==> config.mk <==
export PLATFORM = sky130hd
export DESIGN_NAME = reg_file_dump_ctrl
export DESIGN_NICKNAME = d
export VERILOG_FILES = /design/src/rtl/reg_file_dump_ctrl.sv
export SDC_FILE = /design/constraint.sdc
export NUM_CORES = 1
export LEC_CHECK = 0
export ABC_AREA = 1
export BUFFER_PORTS_ARGS = -buffer_cell sky130_fd_sc_hd__buf_2
export CAP_MARGIN = 0
export CORE_UTILIZATION = 56
export DETAILED_ROUTE_END_ITERATION = 8
export GPL_ROUTABILITY_DRIVEN = 0
export PLACE_DENSITY = 0.84
export SLEW_MARGIN = 20
export SYNTH_ARGS = -nofsm -noshare
export SYNTH_HDL_FRONTEND = slang
export SYNTH_SLANG_ARGS = --single-unit
==> constraint.sdc <==
create_clock -name i_clk -period 2.81 [get_ports i_clk]
set_clock_uncertainty 0.05 [all_clocks]
set_input_delay 0.1405 -clock i_clk [delete_from_list [all_inputs] [get_ports i_clk]]
set_output_delay 0.1405 -clock i_clk [all_outputs]
set_load 0.02 [all_outputs]
==> src/rtl/reg_file_dump_ctrl.sv <==
// Debug register-file dump sequencer: while the pipeline is halted, walks registers
// 0..NREGS-1 over read port 1 and streams each word MSB-byte-first on a valid/ready byte port.
module reg_file_dump_ctrl #(
  parameter int len   = 32,
  parameter int NB    = 5,
  parameter int NREGS = 32,
  parameter int NB_TX = 8
) (
  input  logic             i_clk,
  input  logic             i_rst,
  input  logic             i_start,
  input  logic             i_pipe_halted,
  output logic             o_rf_sel,
  output logic [NB-1:0]    o_rf_read_addr,
  input  logic [len-1:0]   i_rf_read_data,
  output logic [NB_TX-1:0] o_tx_data,
  output logic             o_tx_valid,
  input  logic             i_tx_ready,
  output logic             o_busy,
  output logic             o_done,
  output logic             o_abort
);

  localparam int NBYTES = len / NB_TX;
  localparam int BCW    = (NBYTES > 1) ? $clog2(NBYTES) : 1;

  typedef enum logic [2:0] {
    S_IDLE, S_WAIT_HALT, S_ADDR, S_LATCH, S_SEND, S_DONE
  } state_t;

  state_t           state_q, state_d;
  logic [NB-1:0]    idx_q, idx_d;
  logic [BCW-1:0]   bcnt_q, bcnt_d;
  logic [len-1:0]   shift_q, shift_d;
  logic             abort_q, abort_d;

  always_ff @(posedge i_clk) begin
    if (i_rst) begin
      state_q <= S_IDLE;
      idx_q   <= '0;
      bcnt_q  <= '0;
      shift_q <= '0;
      abort_q <= 1'b0;
    end else begin
      state_q <= state_d;
      idx_q   <= idx_d;
      bcnt_q  <= bcnt_d;
      shift_q <= shift_d;
      abort_q <= abort_d;
    end
  end

  always_comb begin
    state_d = state_q;
    idx_d   = idx_q;
    bcnt_d  = bcnt_q;
    shift_d = shift_q;
    abort_d = 1'b0;
    case (state_q)
      S_IDLE: begin
        if (i_start) begin
          state_d = S_WAIT_HALT;
          idx_d   = '0;
        end
      end
      S_WAIT_HALT: if (i_pipe_halted) state_d = S_ADDR;
      // Halt is only checked here, at a word boundary, so a word is never cut short.
      S_ADDR: begin
        if (!i_pipe_halted) begin
          state_d = S_IDLE;
          abort_d = 1'b1;
        end else begin
          state_d = S_LATCH;
        end
      end
      S_LATCH: begin
        shift_d = i_rf_read_data;
        bcnt_d  = '0;
        state_d = S_SEND;
      end
      S_SEND: begin
        if (i_tx_ready) begin
          shift_d = shift_q << NB_TX;
          bcnt_d  = bcnt_q + BCW'(1);
          if (bcnt_q == BCW'(NBYTES - 1)) begin
            if (idx_q == NB'(NREGS - 1)) begin
              state_d = S_DONE;
            end else begin
              idx_d   = idx_q + NB'(1);
              state_d = S_ADDR;
            end
          end
        end
      end
      S_DONE:  state_d = S_IDLE;
      default: state_d = S_IDLE;
    endcase
  end

  assign o_rf_sel       = (state_q == S_ADDR) || (state_q == S_LATCH) || (state_q == S_SEND);
  assign o_rf_read_addr = idx_q;
  assign o_tx_valid     = (state_q == S_SEND);
  assign o_tx_data      = (state_q == S_SEND) ? shift_q[len-1 -: NB_TX] : '0;
  assign o_busy         = (state_q != S_IDLE);
  assign o_done         = (state_q == S_DONE);
  assign o_abort        = abort_q;

endmodule

==> flow_metrics.tcl <==
set metrics [dict create \
    worst_pin_slew_ns 0.697 \
    area_delta_synth_final_pct 16.5 \
    fin_cells 424 \
    placed_cell_area_mm2 0.00235 \
    syn_area_per_cell_um2 6.41 \
    hold_viol 0 \
    r2r_setup_slack_ns 0.96 \
    antenna_found_initial 0 \
    cts.reportedPaths.clkPinSlew_ns 0.08 \
    drt-vias-per-instance 5.03 \
    critPathLaunchType "flip-flop" \
    layout_min_cycle_time_ns 1.90 \
    leakagePower_nw 1.24 \
    grt_pass1_vias 1891 \
    initial_core_util_pct 61.0 \
    critPathRequiredTime_ns 2.62 \
    met3RoutedLength_um 268 \
    drt_first_pass_iters 5 \
    rsz0062_at_grt "no" \
    cp-end-kind "output pin" \
    slew_headroom_pct 53.5 \
    dpl.cell_count 416 \
    grt_pass1_wl_um 7890 \
    synth_nets 370 \
    cts_root_buf "clkbuf_8" \
    cp_max_fo 19 \
    top_layer_used "met4" \
    io_buffers 54 \
    clk_path_buf_depth 2 \
    endpoint "o_rf_sel" \
    wl_met1_um 2140 \
    yosysWarnings 0 \
    fp.dieW_um 63.5 \
    power_density_mw_per_mm2 575 \
    cap_viol_max_count 0 \
    drive_gt1_share_pct 18.8 \
    syn_area_mm2 0.00211 \
    setup_viol 0 \
    wl_met2_um 2180 \
    ys_ff_latch 43 \
    final_area_mm2 0.00246 \
    cts_tree "built" \
    n_antenna_cell 0 \
    r2r-start "state_q[0]" \
    drtIter0Drc 121 \
    cts.repair.resized 0 \
    htree_levels 2 \
    ys_seq_area_share_pct 40.7 \
    dieArea_mm2 0.00403 \
    ant_nets 0 \
    dr_total_vias 2132 \
    cts_num_sinks 43 \
    drt_wl_total_um 4620 \
    pre_cts_ws_ns 1.01 \
    reg2reg_to "state_q[2]" \
    rr_worst_depth 6 \
    fp.coreArea_mm2 0.00347 \
    fin_setup_tns_ns 0 \
    final_max_slew_viol_count 0 \
    drc 0 \
    dp_hpwl_um 3090 \
    ir_drop_uv 350 \
    syn_inst 330 \
    grt_max_degree 34 \
    timing.hold.ws_ns 0.0422 \
    row_count 21 \
    startpoint "state_q[0]" \
    min_period_over_period_pct 67.8 \
    grtUsageTotal_pct 24.7 \
    cp.arrival_ns 1.71 \
    grt_overflow_total 0 \
    synthDistinctLibCells 20 \
    final_nets 418 \
    status "finished clean" \
    max_freq_ghz 0.525 \
    io-pin-count 55 \
    clk_latency_ns 0.29 \
    min_path_type "input pin to flip-flop" \
    wl_per_cell_um 10.9 \
    path_class "flip-flop to output pin" \
    die_y_um 63.5 \
    cts_buffers 5 \
    fin_ws_ns 0.905 \
]
## report_power, final
group	switching [mW]	total, mW	internal, mW	leakage, nW
Sequential	0.0352	0.687	0.652	0.348
Combinational	0.169	0.265	0.0954	0.842
Clock	0.204	0.464	0.260	0.0513
Total	0.408	1.42	1.01	1.24
## critical path, stage by stage, from the launching register on
cell and delay, ns:
dfxtp_1 0.46, nor2_4 0.09, nand2_1 0.45, o21ai_0 0.20, buf_2 0.20
## layout make-up
cell class | instances | area [µm²]
multi-input combinational | 251 | 1070
fill | 330 | 1000
tap | 46 | 57.6
inverter | 20 | 75.1
clock buffer | 6 | 72.6
sequential | 43 | 861
clock inverter | 1 | 30.0
timing repair buffer | 57 | 295
## cell usage after synthesis
cell	instances	area share (%)
inv_2	4	0.71
nand4_1	2	0.59
clkbuf_1	4	0.71
dfxtp_1	43	41
o211ai_1	1	0.36
nand2_2	2	0.59
buf_2	4	0.95
buf_6	3	1.6
nor2_4	2	1.1
o21ai_0	29	6.9
a21oi_1	14	3.3
buf_4	5	1.8
nand2_1	114	20
nand2_4	1	0.53
inv_1	16	2.8
nor2_1	74	13
nor3_1	2	0.47
o21bai_1	1	0.36
nand3_1	6	1.4
ha_1	3	1.8
## cell families (layout without fill, tap and decap cells)
group	count (synthesis)	count (layout)	synth area share (%)
AO/OA/AOI/OAI	45	45	10.9
adder cells (fa/ha/maj)	3	3	1.78
buffers and inverters	36	84	8.58
flip-flops	43	43	40.7
AND/OR/NAND/NOR	203	203	38.0
## cells in the final DEF, fill, tap and decap left out, drive strengths merged
master	n
nor2	76
a21oi	14
nand2	117
o21ai	29
o21bai	1
o211ai	1
clkbuf	6
dlygate4sd3	1
bufinv	1
buf	56
dfxtp	43
ha	3
nand4	2
nand3	6
nor3	2
inv	20
## flip-flops by register name, summed over array words and instances (netlist names)
signal	flops
state_q	3
shift_q	32
bcnt_q	2
o_rf_read_addr	5
o_abort	1
## timing repair
item / 4_1_cts / 5_1_grt
buffers inserted: 0 / 0
endpoints found under the hold margin: 1 / 0
hold buffers: 1 / 0
## worst min-delay path by stage
stage                     slack, ns               from  cells after the start    endpoint
after floorplan                0.16              i_rst                      1   bcnt_q[0]
after global placement         0.28      i_pipe_halted                      2     o_abort
after detailed placement       0.28      i_pipe_halted                      2     o_abort
after CTS                      0.04  i_rf_read_data[4]                      3  shift_q[4]
after global routing           0.04  i_rf_read_data[7]                      3  shift_q[7]
final                          0.04  i_rf_read_data[4]                      3  shift_q[4]
## per-layer routing
metal	up-vias	global-route usage, %
met4	0	6.82
met2	70	44.1
met5	-	0
met3	6	6.88
met1	937	28.4
li1	1119	-
## per-stage QoR
| step | total power, mW | util, % |
|---|---|---|
| 2_1_floorplan | 0.884 | - |
| 3_3_place_gp | 0.954 | 67.8 |
| 3_5_place_dp | 0.960 | 67.8 |
| 4_1_cts | 1.42 | 71.0 |
| 5_1_grt | 1.49 | 71.0 |
| 6_report | 1.42 | 71.0 |
Note: power is estimated with default switching activity, not from simulation.
